File: config.mk
export PLATFORM = sky130hd
export DESIGN_NAME = regfile_arbiter
export DESIGN_NICKNAME = d
export VERILOG_FILES = /design/src/rtl/regfile_arbiter_pkg.sv /design/src/rtl/regfile_arbiter_rr_arbiter2.sv /design/src/rtl/regfile_arbiter.sv
export SDC_FILE = /design/constraint.sdc
export NUM_CORES = 1
export LEC_CHECK = 0
export CORE_MARGIN = 2
export CORE_UTILIZATION = 32
export CTS_CLUSTER_SIZE = 40
export DETAILED_ROUTE_END_ITERATION = 12
export PLACE_DENSITY = 0.8
export SETUP_SLACK_MARGIN = 0.4
export SLEW_MARGIN = 20
export SYNTH_ARGS = -nofsm -noshare
export SYNTH_HDL_FRONTEND = slang
export SYNTH_HIERARCHICAL = 1
export SYNTH_SLANG_ARGS = --single-unit
File: constraint.sdc
create_clock -name clk -period 2.21 [get_ports clk]
set_input_delay 0.663 -clock clk [delete_from_list [all_inputs] [get_ports clk]]
set_output_delay 0.663 -clock clk [all_outputs]
set_load 0.005 [all_outputs]
File: src/rtl/regfile_arbiter_pkg.sv
// Shared widths, register-file valid encodings and sequencer states for the
// register-file arbiter.
package regfile_arbiter_pkg;

  localparam int RF_ADDR_W = 5;
  localparam int RF_DATA_W = 16;

  localparam logic [2:0] RF_VALID_NONE  = 3'b000;
  localparam logic [2:0] RF_VALID_READ  = 3'b011;
  localparam logic [2:0] RF_VALID_WRITE = 3'b100;

  localparam logic [1:0] IDLE  = 2'd0;
  localparam logic [1:0] ISSUE = 2'd1;
  localparam logic [1:0] HOLD1 = 2'd2;
  localparam logic [1:0] HOLD2 = 2'd3;

  function automatic logic [2:0] rf_valid_code(input logic we);
    return we ? RF_VALID_WRITE : RF_VALID_READ;
  endfunction

endpackage

File: src/rtl/regfile_arbiter_rr_arbiter2.sv
// Two-way round-robin arbiter; the last-winner flop resets to B so that A
// takes the first tie.
module rr_arbiter2
  import regfile_arbiter_pkg::*;
(
  input  logic       clk,
  input  logic       rst_n,
  input  logic [1:0] req,
  input  logic       en,
  output logic [1:0] gnt
);

  logic last_b_q;
  logic last_b_d;

  always_comb begin
    gnt = 2'b00;
    if (en) begin
      case (req)
        2'b01:   gnt = 2'b01;
        2'b10:   gnt = 2'b10;
        2'b11:   gnt = last_b_q ? 2'b01 : 2'b10;
        default: gnt = 2'b00;
      endcase
    end
    last_b_d = last_b_q;
    if (|gnt) last_b_d = gnt[1];
  end

  always_ff @(posedge clk or negedge rst_n) begin
    if (!rst_n) last_b_q <= 1'b1;
    else        last_b_q <= last_b_d;
  end

endmodule

File: src/rtl/regfile_arbiter.sv
// Arbitrates requesters A and B onto the 32x16 register file and sequences
// its fixed three-edge access, returning read data or write completion.
module regfile_arbiter
  import regfile_arbiter_pkg::*;
#(
  parameter int ADDR_W = RF_ADDR_W,
  parameter int DATA_W = RF_DATA_W
)
(
  input  logic              clk,
  input  logic              rst_n,
  input  logic              a_req,
  input  logic              a_we,
  input  logic [ADDR_W-1:0] a_ra1,
  input  logic [ADDR_W-1:0] a_ra2,
  input  logic [ADDR_W-1:0] a_wa,
  input  logic [DATA_W-1:0] a_wd,
  input  logic              b_req,
  input  logic              b_we,
  input  logic [ADDR_W-1:0] b_ra1,
  input  logic [ADDR_W-1:0] b_ra2,
  input  logic [ADDR_W-1:0] b_wa,
  input  logic [DATA_W-1:0] b_wd,
  output logic              a_gnt,
  output logic              b_gnt,
  output logic [2:0]        rf_valid,
  output logic [ADDR_W-1:0] rf_read_addr_1,
  output logic [ADDR_W-1:0] rf_read_addr_2,
  output logic [ADDR_W-1:0] rf_write_addr,
  output logic [DATA_W-1:0] rf_write_data,
  input  logic [DATA_W-1:0] rf_read_1,
  input  logic [DATA_W-1:0] rf_read_2,
  output logic              rsp_valid,
  output logic              rsp_id,
  output logic              rsp_we,
  output logic [DATA_W-1:0] rsp_rd1,
  output logic [DATA_W-1:0] rsp_rd2,
  output logic              busy
);

  logic [1:0]        state_q, state_d;
  logic [1:0]        gnt;
  logic              arb_en;
  logic              any_gnt;

  logic              op_id_q, op_id_d;
  logic              op_we_q, op_we_d;
  logic [ADDR_W-1:0] op_ra1_q, op_ra1_d;
  logic [ADDR_W-1:0] op_ra2_q, op_ra2_d;
  logic [ADDR_W-1:0] op_wa_q, op_wa_d;
  logic [DATA_W-1:0] op_wd_q, op_wd_d;

  logic              rsp_pend_q, rsp_pend_d;
  logic              rsp_id_q, rsp_id_d;
  logic              rsp_we_q, rsp_we_d;

  assign arb_en = (state_q == IDLE) || (state_q == HOLD2);

  rr_arbiter2 u_arb (
    .clk   (clk),
    .rst_n (rst_n),
    .req   ({b_req, a_req}),
    .en    (arb_en),
    .gnt   (gnt)
  );

  assign a_gnt   = gnt[0];
  assign b_gnt   = gnt[1];
  assign any_gnt = |gnt;

  always_comb begin
    state_d = state_q;
    case (state_q)
      IDLE:    if (any_gnt) state_d = ISSUE;
      ISSUE:   state_d = HOLD1;
      HOLD1:   state_d = HOLD2;
      HOLD2:   state_d = any_gnt ? ISSUE : IDLE;
      default: state_d = IDLE;
    endcase
  end

  // Op registers drive the register file directly, so a grant in HOLD2 only
  // moves the rf lines after the current access has been sampled.
  always_comb begin
    op_id_d  = op_id_q;
    op_we_d  = op_we_q;
    op_ra1_d = op_ra1_q;
    op_ra2_d = op_ra2_q;
    op_wa_d  = op_wa_q;
    op_wd_d  = op_wd_q;
    if (any_gnt) begin
      op_id_d  = gnt[1];
      op_we_d  = gnt[1] ? b_we  : a_we;
      op_ra1_d = gnt[1] ? b_ra1 : a_ra1;
      op_ra2_d = gnt[1] ? b_ra2 : a_ra2;
      op_wa_d  = gnt[1] ? b_wa  : a_wa;
      op_wd_d  = gnt[1] ? b_wd  : a_wd;
    end
  end

  // Response identity is copied out in HOLD2 because the op registers may be
  // reloaded by a back-to-back grant on that same edge.
  always_comb begin
    rsp_pend_d = (state_q == HOLD2);
    rsp_id_d   = rsp_id_q;
    rsp_we_d   = rsp_we_q;
    if (state_q == HOLD2) begin
      rsp_id_d = op_id_q;
      rsp_we_d = op_we_q;
    end
  end

  always_ff @(posedge clk or negedge rst_n) begin
    if (!rst_n) begin
      state_q    <= IDLE;
      op_id_q    <= 1'b0;
      op_we_q    <= 1'b0;
      op_ra1_q   <= '0;
      op_ra2_q   <= '0;
      op_wa_q    <= '0;
      op_wd_q    <= '0;
      rsp_pend_q <= 1'b0;
      rsp_id_q   <= 1'b0;
      rsp_we_q   <= 1'b0;
    end else begin
      state_q    <= state_d;
      op_id_q    <= op_id_d;
      op_we_q    <= op_we_d;
      op_ra1_q   <= op_ra1_d;
      op_ra2_q   <= op_ra2_d;
      op_wa_q    <= op_wa_d;
      op_wd_q    <= op_wd_d;
      rsp_pend_q <= rsp_pend_d;
      rsp_id_q   <= rsp_id_d;
      rsp_we_q   <= rsp_we_d;
    end
  end

  assign rf_valid       = (state_q == ISSUE) ? rf_valid_code(op_we_q) : RF_VALID_NONE;
  assign rf_read_addr_1 = op_ra1_q;
  assign rf_read_addr_2 = op_ra2_q;
  assign rf_write_addr  = op_wa_q;
  assign rf_write_data  = op_wd_q;
  assign busy           = (state_q != IDLE);

  assign rsp_valid = rsp_pend_q;
  assign rsp_id    = rsp_id_q;
  assign rsp_we    = rsp_we_q;
  assign rsp_rd1   = (rsp_pend_q && !rsp_we_q) ? rf_read_1 : '0;
  assign rsp_rd2   = (rsp_pend_q && !rsp_we_q) ? rf_read_2 : '0;

endmodule

# Word-level counts from Yosys, hierarchy flattened
# Index checks and enable logic that the tools add are counted.
[totals]
word_cells = 39
inputBits = 100
ff_bits = 39
[op_classes]
n_eq_ne = 7
muxes = 15
n_reduce_logical = 6
[op_table]
columns = ["operator", "count"]
rows = [
  ["$mux W16", 3],
  ["$mux W5", 3],
  ["$eq A2 B2 Y1 const B", 4],
  ["$pmux W2 S4", 1],
  ["$mux W2", 3],
  ["$mux W3", 2],
  ["$pmux W2 S3", 1],
  ["$eq A2 B1 Y1 const B", 2],
  ["$logic_not A2 Y1", 1],
  ["$mux W1", 2],
  ["$ne A2 B2 Y1 const B", 1],
  ["$reduce_bool A2 Y1", 1],
  ["$reduce_or A2 Y1", 1],
  ["$logic_and A1 B1 Y1", 1],
  ["$logic_not A1 Y1", 1],
  ["$logic_or A1 B1 Y1", 1],
]

# Longest topological paths before layout
# Gate-level depths: netlist of the first run.
[depth]
word_depth = 6
mapped_depth = 9
mapped_depth_nobuf = 8

# Cells and area by module
# The synthesis of the first run kept the hierarchy.
[by_module_without_submodules]
columns = ["mod", "seq_area_each_um2", "n_inst", "cells_each", "area_per_inst_um2"]
rows = [
  ["regfile_arbiter", 950.9, 1, 203, 1988.2],
  ["rr_arbiter2", 26.3, 1, 8, 62.6],
]

# Worst setup path after synthesis of the first run
# OpenSTA, ideal clock, no wires.
[synth_timing]
path_type = "register to register"
from = "register state_q[0]"
to = "register op_ra1_q[0] (netlist: rf_read_addr_1[0])"
path_stages_with_launch = 10
required_time_ps = 2077
setup_time_ps = 133
period_less_slack_ps = 1904
n_path_buf = 2
setup_slack_ps = 306
arrival_time_ps = 1771
path_cell_list = "dfrtp_1 inv_1 ha_1 inv_1 nand2_1 a21oi_1 buf_6 buf_2 mux2i_1 o21ai_0"
[synth_via]
elab_chain_len = 4
word_cells_on_any_way = 6
classes_between = "eq/ne (1); mux (2); reduce/logical (3)"
[synth_rtl]
columns = ["item", "line_no", "text"]
rows = [
  ["start, declared", "regfile_arbiter.sv:41", "logic [1:0] state_q, state_d;"],
  ["start signal, assigned", "regfile_arbiter.sv:126", "state_q <= state_d;"],
  ["$eq A2 B2 Y1 / $logic_not A2 Y1 (equally long branches)", "regfile_arbiter.sv:57", "assign arb_en = (state_q == IDLE) || (state_q == HOLD2);"],
  ["$logic_or A1 B1 Y1 *", "regfile_arbiter.sv:57", ""],
  ["net arb_en", "regfile_arbiter.sv:43", "logic arb_en;"],
  ["$mux W2 *", "regfile_arbiter_rr_arbiter2.sv:18", "if (en) begin"],
  ["net a_gnt", "regfile_arbiter.sv:24", "output logic a_gnt,"],
  ["$reduce_or A2 Y1 *", "regfile_arbiter.sv:69", "assign any_gnt = |gnt;"],
  ["end signal, assigned", "regfile_arbiter.sv:129", "op_ra1_q <= op_ra1_d;"],
  ["end, declared", "regfile_arbiter.sv:48", "logic [ADDR_W-1:0] op_ra1_q, op_ra1_d;"],
]
# Mark *: on every way through the listed nets, which the timed path passes. The rest lies on a longest branch.
# A chain may end at the register's enable or synchronous reset.

# Worst setup path in the final report of the first run
[layout_timing]
from = "register state_q[1]"
to = "output port b_gnt"
[layout_via]
elab_chain_len = 3
word_cells_on_any_way = 4
classes_between = "eq/ne (1); mux (1); reduce/logical (2)"
[layout_rtl]
columns = ["item", "line_no", "text"]
rows = [
  ["$eq A2 B2 Y1 / $logic_not A2 Y1 (equally long branches)", "regfile_arbiter.sv:57", ""],
  ["$logic_or A1 B1 Y1 *", "regfile_arbiter.sv:57", ""],
  ["net arb_en", "regfile_arbiter.sv:43", ""],
  ["$mux W2 *", "regfile_arbiter_rr_arbiter2.sv:18", ""],
  ["end, declared", "regfile_arbiter.sv:25", "output logic b_gnt,"],
]
# Marked as above.

==> impl_metrics.prom, run 1 <==
# TYPE chip_impl_metric gauge
chip_impl_info{name="run_status",value="finished clean"} 1
chip_impl_metric{name="critical_path.max_fanout",unit=""} 3
chip_impl_metric{name="finalMaxSlewViolations",unit=""} 0
chip_impl_metric{name="postSynthRegisterBits",unit=""} 39
chip_impl_metric{name="cp_data_required_time",unit="ns"} 1.55
chip_impl_metric{name="postSynthCellCount",unit=""} 211
chip_impl_metric{name="timing.final.hold_violations",unit=""} 0
chip_impl_metric{name="yosys_warnings",unit=""} 6
chip_impl_info{name="timing.critical_path.to_type",value="output pin"} 1
chip_impl_info{name="final_cell_mix",value="sky130_fd_sc_hd__clkdlybuf4s50_1 (64), sky130_fd_sc_hd__dlygate4sd2_1 (62), sky130_fd_sc_hd__dfrtp_1 (38)"} 1
chip_impl_metric{name="chipWidth",unit="µm"} 84.1
chip_impl_metric{name="largest_net_degree_at_the_start_of_global_routing",unit=""} 68
chip_impl_info{name="tightest_hold_check_type",value="input port to async pin"} 1
chip_impl_metric{name="firstDrtPassIters",unit=""} 4
chip_impl_metric{name="power.leakage",unit="nW"} 1.98
chip_impl_metric{name="die_h",unit="µm"} 84.1
chip_impl_metric{name="area_growth_syn_to_layout",unit="%"} 103
chip_impl_metric{name="grt_use_total",unit="%"} 20.1
chip_impl_metric{name="io-pin-count",unit=""} 172
chip_impl_metric{name="row_count",unit=""} 29
chip_impl_metric{name="sequential_cell_area",unit="µm²"} 977
chip_impl_metric{name="fin_nets",unit=""} 497
chip_impl_info{name="timing.rr.start",value="state_q[1]"} 1
chip_impl_info{name="tritoncts_clock_tree",value="done"} 1
chip_impl_metric{name="setup_ws",unit="ns"} 0.169
chip_impl_metric{name="layout_min_cycle_time",unit="ns"} 2.04
chip_impl_metric{name="power_density",unit="mW/mm²"} 1140
chip_impl_metric{name="avgViaCountPerCell",unit=""} 4.69
chip_impl_metric{name="cts_buf_count",unit=""} 5
chip_impl_metric{name="gp_congestion",unit=""} 0.752
chip_impl_info{name="critical_path_source_type",value="register"} 1
chip_impl_metric{name="cts_max_level",unit=""} 2
chip_impl_metric{name="slew_headroom",unit="%"} 68.4
chip_impl_metric{name="grt_overflow",unit=""} 0
chip_impl_info{name="rsz0062_at_grt",value="true"} 1
chip_impl_metric{name="final_antenna_net_count",unit=""} 0
chip_impl_metric{name="synth_top_cell_area_share",unit="%"} 46.4
chip_impl_metric{name="synth_cell_types",unit=""} 22
chip_impl_info{name="root_buffer_cell",value="sky130_fd_sc_hd__clkbuf_8"} 1
chip_impl_metric{name="route.detailed.drc",unit=""} 0
chip_impl_metric{name="fmax",unit="MHz"} 490
chip_impl_metric{name="initial_antenna_violation_count",unit=""} 0
chip_impl_metric{name="detail_route.wl_per_cell",unit="µm"} 15.5
chip_impl_metric{name="arrival",unit="ns"} 1.38
chip_impl_metric{name="wire_length_of_the_first_global_routing_pass",unit="mm"} 11.2
chip_impl_metric{name="peakVddDrop",unit="µV"} 980
chip_impl_metric{name="synth.yosys.seq_area_share",unit="%"} 47.7
chip_impl_metric{name="diodes",unit=""} 0
chip_impl_metric{name="cts_sinks",unit=""} 39
chip_impl_info{name="worstSetupStartpoint",value="state_q[1]"} 1
chip_impl_metric{name="ctsLongestPathBuffers",unit=""} 2
chip_impl_metric{name="timing.max_cap.violations",unit=""} 0
chip_impl_metric{name="drc_violation_total_after_the_first_tritonroute_iteration",unit=""} 86
chip_impl_metric{name="finalWirelength",unit="mm"} 7.30
chip_impl_metric{name="synth_area_per_cell",unit="µm²"} 9.72
chip_impl_info{name="mostFrequentLayoutCell",value="sky130_fd_sc_hd__clkdlybuf4s50_1"} 1
chip_impl_metric{name="clkSlewWorstSetupHoldPaths",unit="ns"} 0.07
chip_impl_metric{name="first_global_vias",unit=""} 2301
chip_impl_metric{name="dieArea",unit="mm²"} 0.00707
chip_impl_metric{name="timing.final.setup_violations",unit=""} 0
chip_impl_metric{name="fin_tns_setup",unit="ns"} 0
chip_impl_metric{name="post_synth_instance_area",unit="mm²"} 0.00205
chip_impl_metric{name="worstSkewPairLatency",unit="ns"} 0.28
chip_impl_metric{name="skew",unit="ns"} 0.00273
chip_impl_metric{name="hpwlAfterDp",unit="mm"} 5.42
chip_impl_info{name="yosys.area.top_type",value="sky130_fd_sc_hd__dfrtp_1"} 1
chip_impl_metric{name="syn-num-nets",unit=""} 315
chip_impl_metric{name="filler_cell_count",unit=""} 546
chip_impl_metric{name="placement.io_buffers",unit=""} 171
chip_impl_info{name="timing.setup.critical_path_class",value="register to output pin"} 1
chip_impl_metric{name="num_vias",unit=""} 2208
chip_impl_info{name="yosys-top-cells-area",value="sky130_fd_sc_hd__dfrtp_1 (46%), sky130_fd_sc_hd__mux2i_1 (16%), sky130_fd_sc_hd__and2_1 (10%)"} 1
chip_impl_metric{name="initial_core_util",unit="%"} 32.7
chip_impl_metric{name="multi_input_comb_area",unit="mm²"} 0.00113
chip_impl_metric{name="post_route_cells_drive_above_1_share",unit="%"} 28.2
chip_impl_metric{name="timing_worst_slew_pin_value",unit="ns"} 0.473
chip_impl_metric{name="layout_worst_path_cycle_share",unit="%"} 92.3
chip_impl_metric{name="fp.coreArea",unit="mm²"} 0.00628
chip_impl_metric{name="place_ws",unit="ns"} -0.418
[worst max-delay path, cell delays in order, from the launching register on]
cell and delay (ns):
sky130_fd_sc_hd__dfrtp_1 0.40, sky130_fd_sc_hd__inv_2 0.09, sky130_fd_sc_hd__ha_4 0.21, sky130_fd_sc_hd__inv_4 0.08, sky130_fd_sc_hd__nand2_4 0.05, sky130_fd_sc_hd__a21oi_4 0.14, sky130_fd_sc_hd__buf_6 0.13
[per-stage QoR]
stage          power [W]  hold WS (ns)  cells  instance area, µm²  utilization, %
2_1_floorplan    0.00255         0.367    211                2060               -
3_3_place_gp     0.00396         0.454    454                3890            61.9
3_5_place_dp     0.00407         0.466    454                3890            61.9
4_1_cts          0.00463         0.334    468                4010            63.9
5_1_grt          0.00509         0.357    471                4160            66.3
6_report         0.00473         0.325    471                4160            66.3
[synthesized netlist by cell type, drive strengths merged]
| library cell | n |
|---|---|
| dfrtp | 38 |
| nand2 | 35 |
| o21ai | 34 |
| and2 | 33 |
| mux2i | 32 |
| clkbuf | 9 |
| buf | 6 |
| inv | 6 |
| ha | 4 |
| a21oi | 3 |
| mux2 | 2 |
| nor2b | 2 |
| a21o | 1 |
| a31oi | 1 |
| and3 | 1 |
| dfstp | 1 |
| nor2 | 1 |
| o22a | 1 |
| or3b | 1 |
[metal layers]
layer / share of wire [%] / GRT usage (%) / up-vias
met5: 0 / 0 / -
met2: 54 / 38.3 / 106
li1: - / - / 1059
met1: 37 / 20.1 / 1026
met4: 3.0 / 9.09 / 0
met3: 6.3 / 4.95 / 17
[final cells by class]
class	count	share of cell area [%]
Multi-Input combinational cell	151	27.1
Sequential cell	39	23.5
Inverter	6	0.601
Tap cell	77	2.32
Timing Repair Buffer	190	44.1
Clock buffer	8	2.41
[kinds of logic after synthesis]
family	after synthesis	synth area share, %
flops	39	47.7
simple gates	73	18.1
mux	34	16.7
buf+inv	21	4.76
fa+ha+maj	4	2.44
compound gates	40	10.3
[sequential cells by signal, indices dropped and copies added, names as in the netlist]
register,count
op_id_q,1
op_we_q,1
rf_read_addr_1,5
rf_read_addr_2,5
rf_write_addr,5
rf_write_data,16
rsp_id,1
rsp_valid,1
rsp_we,1
state_q,2
u_arb/last_b_q,1
[power by group]
part / internal [W] / switching [W] / total (W) / leakage (nW)
Clock: 0.000285 / 0.000233 / 0.000518 / 0.0515
Combinational: 0.00165 / 0.00125 / 0.00290 / 1.46
Sequential: 0.00110 / 0.000211 / 0.00131 / 0.471
Total: 0.00304 / 0.00169 / 0.00473 / 1.98
[final timing paths]
path | endpoint | slack, ns | depth (start not counted)
max in group asynchronous | rf_write_data[6] | 1.41 | 2
min | rf_write_addr[4] | 0.33 | 1
max | b_gnt | 0.17 | 6
min in group clk | op_id_q | 0.48 | 1
max reg2reg | state_q[0] | 0.20 | 9
min reg2reg | op_id_q | 0.48 | 1
[timing repair]
action                     in CTS  in global routing
buffers inserted                3                  3
gates resized for setup       262                 39
pin swaps                      22                 12
hold buffers                    0                  0
gates cloned                    3                  0
setup endpoints to repair     102                 78
(Power assumes the default switching activity.)
==> run 2: changes to the inputs <==
Settings changed: CTS_CLUSTER_SIZE 40 to 8.
==> results of run 2 <==
The final DEF is identical to that of run 1; final timing and power are the same.
